<file path="config.mk">
export PLATFORM = sky130hd
export DESIGN_NAME = ifu_fetch_queue
export DESIGN_NICKNAME = d
export VERILOG_FILES = /design/src/rtl/ifu_fetch_queue_pkg.sv /design/src/rtl/ifu_fetch_queue_storage.sv /design/src/rtl/ifu_fetch_queue.sv
export SDC_FILE = /design/constraint.sdc
export NUM_CORES = 1
export LEC_CHECK = 0
export ABC_AREA = 1
export CORE_MARGIN = 3
export CORE_UTILIZATION = 50
export DETAILED_ROUTE_END_ITERATION = 7
export GPL_TIMING_DRIVEN = 0
export PLACE_DENSITY = 0.74
export SYNTH_ARGS = -nofsm -noshare
export SYNTH_HDL_FRONTEND = slang
export SYNTH_SLANG_ARGS = --single-unit
</file>
<file path="constraint.sdc">
create_clock -name i_clk -period 6.65 [get_ports i_clk]
set_clock_uncertainty 0.2 [all_clocks]
set_input_delay 1.33 -clock i_clk [delete_from_list [all_inputs] [get_ports i_clk]]
set_output_delay 1.33 -clock i_clk [all_outputs]
set_load 0.01 [all_outputs]
</file>
<file path="src/rtl/ifu_fetch_queue_pkg.sv">
// Shared types for the IFU fetch queue: entry layout and default sizing.
package ifu_fetch_queue_pkg;

    localparam int XLEN         = 32;
    localparam int INSTR_LEN    = 32;
    localparam int FETCHQ_DEPTH = 4;
    localparam int FETCHQ_SKID  = 2;

    typedef struct packed {
        logic                 pred_taken;
        logic [XLEN-1:0]      tag;
        logic [INSTR_LEN-1:0] instr;
    } fetchq_entry_t;

    localparam int FETCHQ_ENTRY_W = $bits(fetchq_entry_t);

endpackage

</file>
<file path="src/rtl/ifu_fetch_queue_storage.sv">
// Fetch queue entry array: one synchronous write port, one asynchronous read port.
// Not reset; the control logic masks the outputs whenever the head is invalid.
module ifu_fetch_queue_storage
    import ifu_fetch_queue_pkg::*;
#(
    parameter int DEPTH = FETCHQ_DEPTH,
    parameter int AW    = $clog2(DEPTH)
) (
    input  logic                      i_clk,
    input  logic                      i_we,
    input  logic [AW-1:0]             i_waddr,
    input  logic [FETCHQ_ENTRY_W-1:0] i_wdata,
    input  logic [AW-1:0]             i_raddr,
    output logic [FETCHQ_ENTRY_W-1:0] o_rdata
);

    logic [FETCHQ_ENTRY_W-1:0] r_mem [DEPTH];

    always_ff @(posedge i_clk) begin
        if (i_we) begin
            r_mem[i_waddr] <= i_wdata;
        end
    end

    assign o_rdata = r_mem[i_raddr];

endmodule

</file>
<file path="src/rtl/ifu_fetch_queue.sv">
// FIFO between the IFU output register and decode, with early fetch back-pressure and one-cycle flush.
// Optional same-cycle empty-queue bypass from in_* to out_* when FETCHQ_BYPASS_EN is defined.
module ifu_fetch_queue
    import ifu_fetch_queue_pkg::*;
#(
    parameter int DEPTH = FETCHQ_DEPTH,
    parameter int SKID  = FETCHQ_SKID
) (
    input  logic                       i_clk,
    input  logic                       i_rst,
    input  logic                       i_flush,
    input  logic                       i_in_valid,
    input  logic [INSTR_LEN-1:0]       i_in_instr,
    input  logic [XLEN-1:0]            i_in_tag,
    input  logic                       i_in_pred_taken,
    output logic                       o_fetch_stall,
    output logic                       o_out_valid,
    output logic [INSTR_LEN-1:0]       o_out_instr,
    output logic [XLEN-1:0]            o_out_tag,
    output logic                       o_out_pred_taken,
    input  logic                       i_out_ready,
    output logic [$clog2(DEPTH):0]     o_count,
    output logic                       o_overflow
);

    localparam int PW = $clog2(DEPTH);
    localparam int CW = PW + 1;
    localparam logic [PW-1:0] PTR_ONE   = PW'(1);
    localparam logic [CW-1:0] CNT_ONE   = CW'(1);
    localparam logic [CW-1:0] CNT_FULL  = CW'(DEPTH);
    localparam logic [CW-1:0] CNT_STALL = CW'(DEPTH - SKID);

    logic [PW-1:0] r_rd_ptr;
    logic [PW-1:0] r_wr_ptr;
    logic [CW-1:0] r_count;
    logic          r_overflow;

    fetchq_entry_t w_wdata;
    fetchq_entry_t w_rdata;
    fetchq_entry_t w_head;
    logic          w_full;
    logic          w_empty;
    logic          w_out_valid;
    logic          w_pop;
    logic          w_push;
    logic          w_drop;
    logic          w_bypass_take;

    assign w_wdata = '{pred_taken: i_in_pred_taken, tag: i_in_tag, instr: i_in_instr};
    assign w_full  = (r_count == CNT_FULL);
    assign w_empty = (r_count == '0);
    assign w_pop   = !w_empty && i_out_ready;

`ifdef FETCHQ_BYPASS_EN
    logic w_bypass;
    assign w_bypass      = w_empty && i_in_valid && !i_flush;
    assign w_bypass_take = w_bypass && i_out_ready;
    assign w_head        = w_bypass ? w_wdata : w_rdata;
    assign w_out_valid   = !w_empty || w_bypass;
`else
    assign w_bypass_take = 1'b0;
    assign w_head        = w_rdata;
    assign w_out_valid   = !w_empty;
`endif

    // A pop at full frees its slot in the same cycle, so the push still lands.
    assign w_push = i_in_valid && (!w_full || w_pop) && !w_bypass_take;
    assign w_drop = i_in_valid && w_full && !w_pop;

    ifu_fetch_queue_storage #(
        .DEPTH (DEPTH),
        .AW    (PW)
    ) u_storage (
        .i_clk   (i_clk),
        .i_we    (w_push && !i_flush),
        .i_waddr (r_wr_ptr),
        .i_wdata (w_wdata),
        .i_raddr (r_rd_ptr),
        .o_rdata (w_rdata)
    );

    always_ff @(posedge i_clk) begin
        if (i_rst) begin
            r_rd_ptr   <= '0;
            r_wr_ptr   <= '0;
            r_count    <= '0;
            r_overflow <= 1'b0;
        end else if (i_flush) begin
            r_rd_ptr <= '0;
            r_wr_ptr <= '0;
            r_count  <= '0;
        end else begin
            if (w_push) r_wr_ptr <= r_wr_ptr + PTR_ONE;
            if (w_pop)  r_rd_ptr <= r_rd_ptr + PTR_ONE;
            case ({w_push, w_pop})
                2'b10:   r_count <= r_count + CNT_ONE;
                2'b01:   r_count <= r_count - CNT_ONE;
                default: r_count <= r_count;
            endcase
            if (w_drop) r_overflow <= 1'b1;
        end
    end

    assign o_out_valid      = w_out_valid;
    assign o_out_instr      = w_out_valid ? w_head.instr      : '0;
    assign o_out_tag        = w_out_valid ? w_head.tag        : '0;
    assign o_out_pred_taken = w_out_valid ? w_head.pred_taken : 1'b0;
    assign o_fetch_stall    = (r_count >= CNT_STALL);
    assign o_count          = r_count;
    assign o_overflow       = r_overflow;

endmodule
</file>
* Word-level counts from Yosys, hierarchy flattened
Memory sizes are Yosys's and may differ from the RTL's. A register that Yosys moved wholly into a read port is not among the register bits.
Index checks and enable logic that the tools add are counted.
** Word-level totals
- Register bits :: 8
- Input bits :: 70
- Memories kept :: 1
- Output and inout port bits :: 71
- Word-level logic and storage cells :: 36
- Memory bits (writable) :: 260
** Cells by class
- Reduce and logical (&&, ||, !) cells :: 14
- Multiplexer cells :: 8
- Equality and inequality tests :: 3
- $lt $le $gt $ge :: 1
- $add $sub $neg :: 4
- Bitwise gates (word level) :: 1
** Memory list
- u_storage.r_mem :: words 4, bits a word 65, read ports 1, clocked after Yosys merged registers in 1, wr ports 1, line ifu_fetch_queue_storage.sv:17 : logic [FETCHQ_ENTRY_W-1:0] r_mem [DEPTH];
** Operator list (number)
- 32-bit 2-to-1 mux :: 2
- 3-bit case mux with 2 select lines :: 1
- 1-bit logical AND :: 5
- 2-bit by 1-bit adder with 2-bit output, second input constant :: 2
- 1-bit zero test :: 4
- 2-bit 2-to-1 mux :: 2
- 3-bit by 1-bit adder with 3-bit output, second input constant :: 1
- 3-bit equality test, second input constant :: 1
- 3-bit by 2-bit greater-or-equal comparator with 1-bit output, second input constant :: 1
- 3-bit zero test :: 1
- 1-bit 2-to-1 mux :: 3
- 3-bit by 1-bit subtractor with 3-bit output, second input constant :: 1
- 2-bit by 1-bit equality test with 1-bit output, second input constant :: 1
- 2-bit equality test, second input constant :: 1
- 2-bit AND reduction :: 1
- 2-bit nonzero test :: 1
- 2-bit OR reduction :: 1
- 1-bit logical OR :: 1
- 1-bit inverter :: 1

* Logic depth before layout (Yosys ltp)
- Depth after elaboration :: 8
- Gate-level depth with buffers :: 11
- Mapped depth without buffers :: 11

* Hierarchy
From an unflattened synthesis, not the netlist that was laid out.
** Unflattened totals
- Cells, all modules :: 1223
- Area total of the unflattened synthesis :: 11964.0 um^2
** By module, submodules not included
- ifu_fetch_queue_storage :: times used 1, cells an instance 1027, sequential area each 7807.5 um^2, area each 10976.8 um^2
- ifu_fetch_queue :: times used 1, cells an instance 196, sequential area each 160.2 um^2, area each 987.2 um^2

* Worst setup path before layout
No wires, ideal clock.
- Kind :: input to register
- Start :: input port i_out_ready
- End :: memory u_storage.r_mem[0][0] (netlist bit), enable pin
- Required time :: 5.962 ns
- Path buffers :: 0
- Setup time :: 0.488 ns
- Slack :: 1.415 ns
- Arrival time :: 4.547 ns
- Stages on the path :: 5
- Cells stage by stage :: nor2_1 > nand2_1 > nand2_1 > or2_1 > nor2_1
** Between the ends
- Cells in the longest elaborated chain, start to end :: 6
** RTL lines
- start, declared :: line ifu_fetch_queue.sv:21 : input logic i_out_ready,
- 1-bit logical AND :: line ifu_fetch_queue.sv:52 : assign w_pop = !w_empty && i_out_ready;
- 1-bit logical OR :: line ifu_fetch_queue.sv:67 : assign w_push = i_in_valid && (!w_full || w_pop) && !w_bypass_take;
- 1-bit logical AND :: line ifu_fetch_queue.sv:67
- 1-bit logical AND :: line ifu_fetch_queue.sv:75 : .i_we (w_push && !i_flush),
- 1-bit 2-to-1 mux :: line ifu_fetch_queue_storage.sv:20 : if (i_we) begin
- 1-bit 2-to-1 mux (implied by the code) :: line ifu_fetch_queue_storage.sv:21 : r_mem[i_waddr] <= i_wdata;
- end, declared :: line ifu_fetch_queue_storage.sv:17
Every way passes these cells.

==> results_dict.tcl <==
set metrics [dict create \
    status "finished clean" \
    grt-ovfl-total 0 \
    max-clock-path-buffers 3 \
    row_count 52 \
    synth.top_cell.area_share_pct 73.5 \
    postCtsSetupBuffers 0 \
    via_count_of_the_first_global_routing_pass 7027 \
    area_used_by_sequential_logic_in_the_layout_um2 8010 \
    yosysWarnings 0 \
    fp.dieArea_um2 23000 \
    fp.dieH_um 152 \
    synth_simple_gate_area_share_pct 10.6 \
    pin_count_of_the_biggest_net_entering_global_routing 30 \
    ioPinCount 141 \
    rsz0062_at_grt "no" \
    cts_sinks 270 \
    synth-seq-area-share_pct 75.4 \
    drive_above_1_share_pct 9.99 \
    yosys.area_share.xor_xnor_pct 0 \
    timing.hold.worst.class "reg2reg" \
    cts.reportedPaths.clkPinSlew_ns 0.06 \
    finalWeightedCongestion 0.772 \
    pwr_density_cell_nw_per_um2 279 \
    cts_hold_buffers 0 \
    synthArstFlopShare_pct 0 \
    cts-root-buf "sky130_fd_sc_hd__clkbuf_16" \
    cp_data_required_time_ns 5.12 \
    synth_top_family_by_area "simple AND/OR/NAND/NOR gates" \
    netlist_area_um2 10600 \
    post_cts_resize_count 0 \
    synth.ff_latch_count 270 \
    endpoint_kind "primary output" \
    chipWidth_um 152 \
    hold_violations 0 \
    num_vias 6924 \
    critical_path.startpoint_type "register" \
    synth_area_per_cell_um2 12.6 \
    synth.area.mux_share_pct 0 \
    synthToLayoutAreaGrowth_pct 27.3 \
    synth.largest_area_cell "sky130_fd_sc_hd__edfxtp_1" \
    route.final.wire_length_um 24000 \
    cts-buffers-inserted 28 \
    filler_cell_count_in_the_final_layout 1528 \
    synth_flop_cell "sky130_fd_sc_hd__edfxtp_1" \
    drt_iter0_drc 517 \
    timing.final.crit_share_pct 60.8 \
    data_arrival_at_the_endpoint_of_the_critical_path_ns 2.51 \
    timing.final.crit_period_ns 4.04 \
    placeableCoreArea_um2 20600 \
    clock_latency_ns 0.53 \
    synth.cells.most_frequent "sky130_fd_sc_hd__nor2_1 (273), sky130_fd_sc_hd__edfxtp_1 (260), sky130_fd_sc_hd__a21oi_1 (71)" \
    finalSetupViolations 0 \
    synthAdderAreaFrac_pct 0.660 \
    synth_edf_count 260 \
    power.static_leakage_nw 4.66 \
    cts-htree-levels 1 \
    setup.worst_path.class "reg2out" \
    route.detailed.vias_per_inst 5.28 \
    final_util_pct 65.8 \
    max_cap_viol_count 0 \
    tightestPinTransition_ns 0.890 \
    synth.top_cells.by_area "sky130_fd_sc_hd__edfxtp_1 (73%), sky130_fd_sc_hd__nor2_1 (9.6%), sky130_fd_sc_hd__a21oi_1 (3.3%)" \
    synthesis.instances 841 \
    grtUsageTotal_pct 20.9 \
    drc 0 \
    antenna_found_initial 0 \
    detailedPlacementHpwl_um 15000 \
    start_util_pct 51.7 \
    area_fraction_in_compound_gates_after_synthesis_pct 9.72 \
    grt_first_pass_wirelength_um 37000 \
    crit_fanout 10 \
    drt-wirelength-per-cell_um 18.3 \
    dr.pass1.iters 5 \
    cts_tree "yes" \
    fmax_achieved_mhz 247 \
    numPortBuffers 140 \
    timing.max_slew.rel_slack_pct 40.6 \
    multi_input_area_um2 2250 \
    slew_violations 0 \
    antennaDiodeCount 0 \
    nets 1094 \
    syn-num-nets 916 \
    yosysMostFrequentCell "sky130_fd_sc_hd__nor2_1" \
    ant_nets 0 \
    worst_ir_drop_vdd_uv 254 \
    total_power_w 0.00378 \
    synth_cell_types 25 \
]
==> layout by cell type, fill, tap and decap left out, drive strengths merged <==
cell           count
a21oi             71
and2               1
buf               43
bufinv             3
clkbuf            55
clkdlybuf4s50    140
clkinv             8
dfxtp             10
edfxtp           260
fa                 1
ha                 4
inv               19
nand2             11
nand3              4
nand4              2
nor2             273
o21ai            134
o22ai              1
or2                1
==> final cells by class <==
class | instances | area share, %
clock inverter | 12 | 1.00
multi-input combinational | 503 | 16.7
inverter | 18 | 0.500
timing repair buffer | 148 | 11.7
buffer | 50 | 2.40
clock buffer | 40 | 6.04
tap | 270 | 2.50
sequential | 270 | 59.2
==> flip-flops by register name, summed over array words and instances, names as in the netlist, named ones only <==
register,count
r_wr_ptr,2
o_overflow,1
o_count,3
u_storage.r_mem,260
r_rd_ptr,2
==> power by group <==
part | switching (W) | internal [W] | total (W)
sequential | 0.00000809 | 0.00190 | 0.00191
combinational | 0.000154 | 0.000132 | 0.000286
clock | 0.000615 | 0.000968 | 0.00158
total | 0.000777 | 0.00300 | 0.00378
==> worst paths after layout <==
kind	start	end	slack, ns	depth (start not counted)
max	register	o_out_instr[6]	2.61	6
min	o_overflow$_SDFFE_PP0P_	o_overflow$_SDFFE_PP0P_	0.26	2
max reg2reg	o_count[2]$_SDFFE_PP0P_	u_storage.r_mem[1][24]$_DFFE_PP_	4.00	7
min reg2reg	o_overflow$_SDFFE_PP0P_	o_overflow$_SDFFE_PP0P_	0.26	2
==> logic make-up after synthesis <==
| group | after synthesis |
|---|---|
| AO/OA/AOI/OAI | 206 |
| adder cells (fa/ha/maj) | 5 |
| buffers and inverters | 68 |
| flip-flops | 270 |
| AND/OR/NAND/NOR | 292 |
==> metrics by stage <==
stage          setup TNS (ns)  cells  setup WS [ns]  area, µm²  hold WS, ns
4_1_cts                     0   1311           2.58      13500        0.266
3_5_place_dp                0   1259           2.53      12600        0.256
2_1_floorplan               0    841           1.42      10600        0.236
6_report                    0   1311           2.61      13500        0.264
5_1_grt                     0   1311           2.47      13500        0.289
3_3_place_gp          -296.89   1251          -1.17      12400        0.251
==> critical path: stages, from the launching register on <==
cell	delay, ns
sky130_fd_sc_hd__dfxtp_1	0.30
sky130_fd_sc_hd__buf_6	0.13
sky130_fd_sc_hd__inv_2	0.07
sky130_fd_sc_hd__clkbuf_1	0.42
sky130_fd_sc_hd__o21ai_0	0.20
sky130_fd_sc_hd__a21oi_1	0.28
sky130_fd_sc_hd__clkdlybuf4s50_1	0.59
==> routing by layer <==
metal | GRT usage, % | up-vias | share of wire (%)
met3 | 4.13 | 38 | 7.7
met4 | 5.35 | 0 | 1.9
li1 | - | 3328 | -
met5 | 0 | - | 0
met1 | 26.2 | 3287 | 40
met2 | 37.4 | 271 | 50
Note: power is estimated with default switching activity, not from simulation.
